`config.mk`:
```
export PLATFORM = sky130hd
export DESIGN_NAME = trisc_uart_tx
export DESIGN_NICKNAME = d
export VERILOG_FILES = /design/src/rtl/trisc_uart_tx_pkg.sv /design/src/rtl/trisc_sync_fifo.sv /design/src/rtl/trisc_uart_tx.sv
export SDC_FILE = /design/constraint.sdc
export NUM_CORES = 1
export LEC_CHECK = 0
export BUFFER_PORTS_ARGS = -buffer_cell sky130_fd_sc_hd__buf_2
export CAP_MARGIN = 25
export CORE_UTILIZATION = 60
export DETAILED_ROUTE_END_ITERATION = 16
export PLACE_DENSITY = 0.77
export SYNTH_ARGS = -nofsm -noshare
export SYNTH_HDL_FRONTEND = slang
export SYNTH_SLANG_ARGS = --single-unit
```
`constraint.sdc`:
```
create_clock -name clk -period 3.1 [get_ports clk]
set_input_delay 0.31 -clock clk [delete_from_list [all_inputs] [get_ports clk]]
set_output_delay 0.31 -clock clk [all_outputs]
set_load 0.05 [all_outputs]
```
`src/rtl/trisc_uart_tx_pkg.sv`:
```
// Shared I/O definitions for the T-RISC UART transmitter: status bit positions,
// FSM state encodings and the I/O address the core decodes for this port.
package trisc_uart_tx_pkg;

  localparam int ST_FULL  = 0;
  localparam int ST_EMPTY = 1;
  localparam int ST_BUSY  = 2;
  localparam int ST_OVF   = 3;

  localparam logic [31:0] IO_ADDR_UART_TX = 32'h0400_0000;

  typedef enum logic [1:0] {
    S_IDLE  = 2'd0,
    S_START = 2'd1,
    S_DATA  = 2'd2,
    S_STOP  = 2'd3
  } tx_state_t;

  function automatic logic [7:0] pack_status(input logic ovf, input logic busy,
                                             input logic empty, input logic full);
    logic [7:0] s;
    s           = '0;
    s[ST_FULL]  = full;
    s[ST_EMPTY] = empty;
    s[ST_BUSY]  = busy;
    s[ST_OVF]   = ovf;
    return s;
  endfunction

endpackage

```
`src/rtl/trisc_sync_fifo.sv`:
```
// Circular FIFO with a separate occupancy counter; full/empty are registered
// from the next-state level so they line up with the level output.
module trisc_sync_fifo #(
  parameter int DEPTH_LOG2 = 4,
  parameter int WIDTH      = 8
) (
  input  logic                  clk,
  input  logic                  reset,
  input  logic                  push,
  input  logic                  pop,
  input  logic [WIDTH-1:0]      wr_data,
  output logic [WIDTH-1:0]      rd_data,
  output logic [DEPTH_LOG2:0]   level,
  output logic                  full,
  output logic                  empty,
  output logic                  accepted
);

  localparam int                  DEPTH   = 1 << DEPTH_LOG2;
  localparam int                  LW      = DEPTH_LOG2 + 1;
  localparam logic [DEPTH_LOG2:0] DEPTH_L = LW'(DEPTH);

  logic [WIDTH-1:0]      mem [DEPTH];
  logic [DEPTH_LOG2-1:0] wr_ptr_reg, rd_ptr_reg;
  logic [DEPTH_LOG2:0]   level_reg, level_next;
  logic                  full_reg, empty_reg;

  // A pop in the same cycle frees a slot, so a write while full is still taken.
  assign accepted = push && (!full_reg || pop);
  assign rd_data  = mem[rd_ptr_reg];

  always_comb begin
    level_next = level_reg;
    if (accepted && !pop)
      level_next = level_reg + LW'(1);
    else if (!accepted && pop)
      level_next = level_reg - LW'(1);
  end

  always_ff @(posedge clk) begin
    if (accepted)
      mem[wr_ptr_reg] <= wr_data;
  end

  always_ff @(posedge clk or negedge reset) begin
    if (!reset) begin
      wr_ptr_reg <= '0;
      rd_ptr_reg <= '0;
      level_reg  <= '0;
      full_reg   <= 1'b0;
      empty_reg  <= 1'b1;
    end else begin
      if (accepted)
        wr_ptr_reg <= wr_ptr_reg + DEPTH_LOG2'(1);
      if (pop)
        rd_ptr_reg <= rd_ptr_reg + DEPTH_LOG2'(1);
      level_reg <= level_next;
      full_reg  <= (level_next == DEPTH_L);
      empty_reg <= (level_next == '0);
    end
  end

  assign level = level_reg;
  assign full  = full_reg;
  assign empty = empty_reg;

endmodule

```
`src/rtl/trisc_uart_tx.sv`:
```
// T-RISC UART transmitter: buffers core I/O-write bytes and sends them as 8N1
// frames on txd; a status byte is returned to the core for flow control.
module trisc_uart_tx
  import trisc_uart_tx_pkg::*;
#(
  parameter int CLK_DIV    = 434,
  parameter int DEPTH_LOG2 = 4,
  parameter int WB         = 8
) (
  input  logic                clk,
  input  logic                reset,
  input  logic                wr_en,
  input  logic [WB-1:0]       wr_data,
  input  logic                clr_ovf,
  output logic                txd,
  output logic [7:0]          status,
  output logic [DEPTH_LOG2:0] level
);

  localparam int          BW        = (CLK_DIV > 2) ? $clog2(CLK_DIV) : 1;
  localparam logic [BW-1:0] BAUD_LAST = BW'(CLK_DIV - 1);

  tx_state_t     state_reg;
  logic [BW-1:0] baud_cnt_reg;
  logic [2:0]    bit_cnt_reg;
  logic [WB-1:0] shift_reg;
  logic          txd_reg, busy_reg, ovf_reg;

  logic [WB-1:0] head;
  logic          fifo_full, fifo_empty, fifo_accepted;
  logic          bit_end, pop, drop;

  assign bit_end = (baud_cnt_reg == '0);
  // Popping at the end of STOP lets the next START follow with no idle gap.
  assign pop  = !fifo_empty && ((state_reg == S_IDLE) || (state_reg == S_STOP && bit_end));
  assign drop = wr_en && !fifo_accepted;

  trisc_sync_fifo #(
    .DEPTH_LOG2 (DEPTH_LOG2),
    .WIDTH      (WB)
  ) u_fifo (
    .clk      (clk),
    .reset    (reset),
    .push     (wr_en),
    .pop      (pop),
    .wr_data  (wr_data),
    .rd_data  (head),
    .level    (level),
    .full     (fifo_full),
    .empty    (fifo_empty),
    .accepted (fifo_accepted)
  );

  always_ff @(posedge clk or negedge reset) begin
    if (!reset) begin
      state_reg    <= S_IDLE;
      baud_cnt_reg <= '0;
      bit_cnt_reg  <= '0;
      shift_reg    <= '0;
      txd_reg      <= 1'b1;
      busy_reg     <= 1'b0;
    end else begin
      case (state_reg)
        S_IDLE: begin
          txd_reg <= 1'b1;
          if (pop) begin
            shift_reg    <= head;
            state_reg    <= S_START;
            baud_cnt_reg <= BAUD_LAST;
            txd_reg      <= 1'b0;
            busy_reg     <= 1'b1;
          end
        end
        S_START: begin
          if (bit_end) begin
            state_reg    <= S_DATA;
            bit_cnt_reg  <= '0;
            baud_cnt_reg <= BAUD_LAST;
            txd_reg      <= shift_reg[0];
          end else begin
            baud_cnt_reg <= baud_cnt_reg - BW'(1);
          end
        end
        S_DATA: begin
          if (bit_end) begin
            baud_cnt_reg <= BAUD_LAST;
            if (bit_cnt_reg == 3'd7) begin
              state_reg <= S_STOP;
              txd_reg   <= 1'b1;
            end else begin
              shift_reg   <= shift_reg >> 1;
              txd_reg     <= shift_reg[1];
              bit_cnt_reg <= bit_cnt_reg + 3'd1;
            end
          end else begin
            baud_cnt_reg <= baud_cnt_reg - BW'(1);
          end
        end
        S_STOP: begin
          if (bit_end) begin
            if (pop) begin
              shift_reg    <= head;
              state_reg    <= S_START;
              baud_cnt_reg <= BAUD_LAST;
              txd_reg      <= 1'b0;
            end else begin
              state_reg <= S_IDLE;
              busy_reg  <= 1'b0;
            end
          end else begin
            baud_cnt_reg <= baud_cnt_reg - BW'(1);
          end
        end
        default: begin
          state_reg <= S_IDLE;
          txd_reg   <= 1'b1;
          busy_reg  <= 1'b0;
        end
      endcase
    end
  end

  // Sticky overflow: a dropped write wins over a simultaneous clear.
  always_ff @(posedge clk or negedge reset) begin
    if (!reset)
      ovf_reg <= 1'b0;
    else if (drop)
      ovf_reg <= 1'b1;
    else if (clr_ovf)
      ovf_reg <= 1'b0;
  end

  assign txd    = txd_reg;
  assign status = pack_status(ovf_reg, busy_reg, fifo_empty, fifo_full);

endmodule

```
## Word level (Yosys, flattened, before mapping)

Memory sizes are Yosys's and may differ from the RTL's.
Cells that the tools add are included.

- $add $sub $neg: 6
- Equal/unequal tests: 13
- Reduce and logical (&&, ||, !) cells: 25
- Mux-type cells: 37

Operators with widths:

| kind | number |
|---|---|
| 8-bit 2-to-1 mux | 4 |
| 9-bit 2-to-1 mux | 3 |
| 9-bit case mux with 3 select lines | 1 |
| 8-bit case mux with 3 select lines | 1 |
| 4-bit AND reduction | 4 |
| 1-bit 2-to-1 mux | 14 |
| 2-bit != test, second input constant | 6 |
| 2-bit 2-to-1 mux | 5 |
| 5-bit 2-to-1 mux | 2 |
| 9-bit logical NOT | 1 |
| 3-bit 2-to-1 mux | 3 |
| 9-bit by 1-bit subtractor with 9-bit output, second input constant | 1 |
| 4-bit by 1-bit adder with 4-bit output, second input constant | 2 |
| 2-bit case mux with 4 select lines | 1 |
| 1-bit logical AND | 6 |
| 3-bit case mux with 2 select lines | 1 |
| 2-bit nonzero test | 3 |
| 5-bit by 1-bit adder with 5-bit output, second input constant | 1 |
| 5-bit == test, second input constant | 1 |
| 5-bit logical NOT | 1 |
| 5-bit AND reduction | 1 |
| 5-bit by 1-bit subtractor with 5-bit output, second input constant | 1 |
| 2-bit == test, second input constant | 2 |
| 1-bit logical NOT | 4 |
| 10 further kinds | 12 |

- Output and inout port bits: 14
- Register bits: 40
- RAM bits: 128
- Memories: 1

Memories:

| name | words | width | rd ports | clocked after Yosys merged registers in | write ports | RTL line | source |
|---|---|---|---|---|---|---|---|
| u_fifo.mem | 16 | 8 | 1 | 0 | 1 | trisc_sync_fifo.sv:23 | `logic [WIDTH-1:0] mem [DEPTH];` |

## Longest topological paths before layout

- Depth in word-level cells: 11
- Mapped depth: 9

## By module

Synthesis repeated with hierarchy kept, for this count alone.

- Cell total of the unflattened synthesis: 477
- Area total of the unflattened synthesis: 7492.2 sq um

Modules (own cells, without submodules):

| module | area an instance (sq um) | instances | cells each | seq. area each (sq um) |
|---|---|---|---|---|
| trisc_sync_fifo | 5830.6 | 1 | 297 | 4220.3 |
| trisc_uart_tx | 1661.6 | 1 | 180 | 626.9 |

## Worst setup path before layout

No wires, ideal clock.

- Path type: register to register
- Start point: register baud_cnt_reg[0]
- End point: memory u_fifo.mem[1][0], enable pin
- Cell stages (with the launch flop): 9
- Slack: 502 ps
- Arrival time: 2203 ps
- Required time: 2705 ps
- Clock period less this slack: 2598 ps
- Buffers on the path: 1
- Cell sequence: dfrtp_1 inv_1 ha_1 nor4b_4 buf_6 a31oi_4 nand2_1 nand2_1 nor4_1

- Word-level cells in the longest chain between the ends: 8

RTL lines:

| element | RTL line | source |
|---|---|---|
| start, declared | trisc_uart_tx.sv:24 | `logic [BW-1:0] baud_cnt_reg;` |
| start signal, assigned | trisc_uart_tx.sv:81 | `baud_cnt_reg <= baud_cnt_reg - BW'(1);` |
| start signal, assigned | trisc_uart_tx.sv:96 | `baud_cnt_reg <= baud_cnt_reg - BW'(1);` |
| start signal, assigned | trisc_uart_tx.sv:111 | `baud_cnt_reg <= baud_cnt_reg - BW'(1);` |
| 9-bit logical NOT | trisc_uart_tx.sv:33 | `assign bit_end = (baud_cnt_reg == '0);` |
| 1-bit logical AND | trisc_uart_tx.sv:35 | `assign pop = !fifo_empty && ((state_reg == S_IDLE) \|\| (state_reg == S_STOP && bit_end));` |
| 1-bit logical OR | trisc_uart_tx.sv:35 |  |
| 1-bit logical AND | trisc_uart_tx.sv:35 |  |
| 1-bit logical OR | trisc_sync_fifo.sv:29 | `assign accepted = push && (!full_reg \|\| pop);` |
| 1-bit logical AND | trisc_sync_fifo.sv:29 |  |
| 1-bit 2-to-1 mux | trisc_sync_fifo.sv:41 | `if (accepted)` |
| 1-bit 2-to-1 mux (implied by the code) | trisc_sync_fifo.sv:42 | `mem[wr_ptr_reg] <= wr_data;` |
| end, declared | trisc_sync_fifo.sv:23 |  |

Every way passes these cells.

## Worst setup path after layout

- Start point: register state_reg[0]
- End point: memory u_fifo.mem[13][5], enable pin

- Word-level cells in the longest chain between the ends: 8
- Elaborated cells between the ends (all ways): 9
- Those cells by class: eq/ne: 1; mux: 2; reduce/logical: 6

RTL lines:

| element | RTL line | source |
|---|---|---|
| start, declared | trisc_uart_tx.sv:23 | `tx_state_t state_reg;` |
| start signal, assigned | trisc_uart_tx.sv:56 | `state_reg <= S_IDLE;` |
| start signal, assigned | trisc_uart_tx.sv:68 | `state_reg <= S_START;` |
| start signal, assigned | trisc_uart_tx.sv:76 | `state_reg <= S_DATA;` |
| 2-bit == test | trisc_uart_tx.sv:35 |  |
| 1-bit logical AND | trisc_uart_tx.sv:35 |  |
| 1-bit logical OR * | trisc_uart_tx.sv:35 |  |
| 1-bit logical AND * | trisc_uart_tx.sv:35 |  |
| 1-bit logical OR * | trisc_sync_fifo.sv:29 |  |
| 1-bit logical AND * | trisc_sync_fifo.sv:29 |  |
| 1-bit 2-to-1 mux * | trisc_sync_fifo.sv:41 |  |
| 1-bit 2-to-1 mux (implied by the code) * | trisc_sync_fifo.sv:42 |  |

Every way passes the cells marked *; elsewhere a longest branch is shown, timed or not.

==> results.toml <==
[synthesis]
ys.flop_type = "edfxtp_1"
yosysWarningCount = 0
async_reset_ff_share_pct = 23.8
yosys.cell_count.top_type = "edfxtp_1"
ys_top_cells_by_count = "edfxtp_1 (128), dfrtp_1 (38), nor2_1 (35)"
synth_top_area_share_pct = 50.4
ys_seq_area_share_pct = 63.6
yosys.area.top_type = "edfxtp_1"
netlist_area_sq_um = 7620
ys_ff_latch = 168
synth_edf_count = 128
syn_area_per_cell_sq_um = 15.9
synth_cell_types = 66
syn-instance-count = 478
synthTopCellsByArea = "edfxtp_1 (50%), dfrtp_1 (12%), mux4_1 (6.9%)"

[critical_path]
cp_cell_sequence = "inv_1, ha_1, nor2b_1, a31oi_4, a21boi_4, nand3_1, nor2_1"
cp.arrival_ps = 2890
worstSetupEndpointType = "register"
path_max_fanout = 10
r2r_slack_ps = 280
start_kind = "register"
crit_required_ps = 3160
crit_family = "simple AND/OR/NAND/NOR gates"
cp_num_buf_inv = 1
crit_type = "reg -> reg"
critPathMaxStageDelay_ps = 580
cp_slowest_cell = "nor2_1"

[global_route]
grt_max_degree = 41
busiest_layer = "met2"
grt_overflow_total = 0
grt_pass1_vias = 4287
met3_usage_pct = 6.03
grt_use_met1_pct = 34.4
gr-usage-all-layers_pct = 26.5
antenna_found_initial = 0
grt_pass1_wl_microns = 24500
met2_usage_pct = 42.1

[clock_network]
clk_pin_slew_worst_paths_ps = 60
cts_made_buffers = 17
clk_latency_ps = 430
cts_setup_buffers = 0
clock-root-buffer = "clkbuf_16"
cts_tree = "done"
cts_resized = 0
clock_sinks = 168
hold_buffers = 0
cts_buffer_depth = 2
htreeDepth = 4

[timing]
slew_violations = 0
fin_tns_setup_ps = 0
max_slew.worst_pin.slew_ps = 888
max-slew-margin-rel_pct = 40.8
hold_viol_final = 0
rsz0062_at_grt = "no"
fin_crit_ps = 2820
fin_skew_ps = 17.5
hold_slack_ps = 4.33
fmax_mhz = 354
finalSetupViolCount = 0
post-route-period-util_pct = 91.1

[drt]
num_vias = 4329
routed_wl_microns = 15800
ant_nets = 0
wl_per_cell_microns = 22.9
dr.pass1.iters = 5
post-route-drc-count = 0
drt-initial-drc-count = 337
vias_per_cell = 6.28

[power]
power_switching_w = 0.00160
intPower_w = 0.00413
p_per_area_nw_per_um2 = 676
p_sw_share_pct = 27.9
p_comb_share_pct = 14.3
clock_power_share_pct = 36.2
seqPwrFrac_pct = 49.5
leakage_nw = 3.06
peakVddDrop_mv = 0.516

[cells_and_area]
fin_util_pct = 69.4
nets = 537
syn_to_final_growth_pct = 11.2
num_antenna_cells = 0
drive_above_1_share_pct = 20.5
largest_reg_flops = 128

[placed_design]
dp_hpwl_microns = 10300
globalplace.congestion = 0.813
portBuffers = 21

[die]
die-area_sq_um = 13200
design.core.area_sq_um = 12200
dieWidth_microns = 115
die_h_microns = 115
rows = 40
num_io_pins = 26
start_util_pct = 62.4

[run]
cap_viol_max_count = 0

[hold_path]
hold_path.class = "in -> async"

[run_status]
outcome = "completed"
-- cell type report --
cell class	instances	area (sq um)
clock buffer	18	429
tap	168	210
clock inverter	14	148
inverter	17	63.8
fill	800	3740
timing repair buffer	42	275
sequential	168	4850
multi-input combinational	262	2500
-- layout by cell type, fill, tap and decap left out, types with 7 or more instances in the layout --
| master | n |
|---|---|
| dfrtp_1 | 37 |
| clkbuf_16 | 17 |
| xnor2_1 | 7 |
| a21oi_1 | 16 |
| ha_1 | 17 |
| mux4_1 | 20 |
| nor2_1 | 35 |
| edfxtp_1 | 128 |
| buf_2 | 21 |
| o21ai_0 | 14 |
| inv_1 | 17 |
| buf_4 | 20 |
| nand2_1 | 24 |
| mux4_2 | 20 |
-- routing by layer --
layer,wire [microns],part of all wire [%]
met1,6250,39
met2,7910,50
met3,1020,6.4
met4,637,4.0
met5,0,0
-- cells by family (layout without fill, tap and decap cells) --
| kind of cell | after synthesis | count (layout) | synth area share [%] |
|---|---|---|---|
| XOR/XNOR | 9 | 9 | 1.03 |
| AND/OR/NAND/NOR | 107 | 107 | 7.57 |
| flip-flops | 168 | 168 | 63.6 |
| adder cells (fa/ha/maj) | 17 | 17 | 2.79 |
| AO/OA/AOI/OAI | 78 | 78 | 7.49 |
| multiplexers | 47 | 47 | 13.7 |
| other | 1 | 4 | 0.0492 |
| buffers and inverters | 51 | 91 | 3.73 |
-- through the flow --
step / total power (W) / setup WS [ps] / cells / instance area [sq um]
5_1_grt: 0.00593 / 59.9 / 689 / 8480
6_report: 0.00573 / 275 / 689 / 8480
3_3_place_gp: 0.00364 / 466 / 657 / 7900
2_1_floorplan: 0.00339 / 502 / 481 / 7630
4_1_cts: 0.00576 / 292 / 689 / 8480
3_5_place_dp: 0.00368 / 320 / 657 / 7900
-- power groups by stage --
stage	Combinational (W)	Clock (W)	Sequential [W]
detailed placement	0.000805	0	0.00287
floorplan	0.000479	0	0.00291
finish	0.000817	0.00207	0.00284
global placement	0.000778	0	0.00286
CTS	0.000822	0.00210	0.00283
global route	0.000882	0.00219	0.00286
-- final timing paths --
| kind | from | end | depth (start not counted) |
|---|---|---|---|
| max reg2reg | state_reg[0] | u_fifo.mem[13][5] | 7 |
| max in group asynchronous | reset | u_fifo.rd_ptr_reg[0] | 1 |
| min in group clk | clr_ovf | ovf_reg | 2 |
| min reg2reg | shift_reg[0] | shift_reg[0] | 2 |
| min | reset | baud_cnt_reg[6] | 1 |
| max | state_reg[0] | u_fifo.mem[13][5] | 7 |
(Power assumes the default switching activity.)
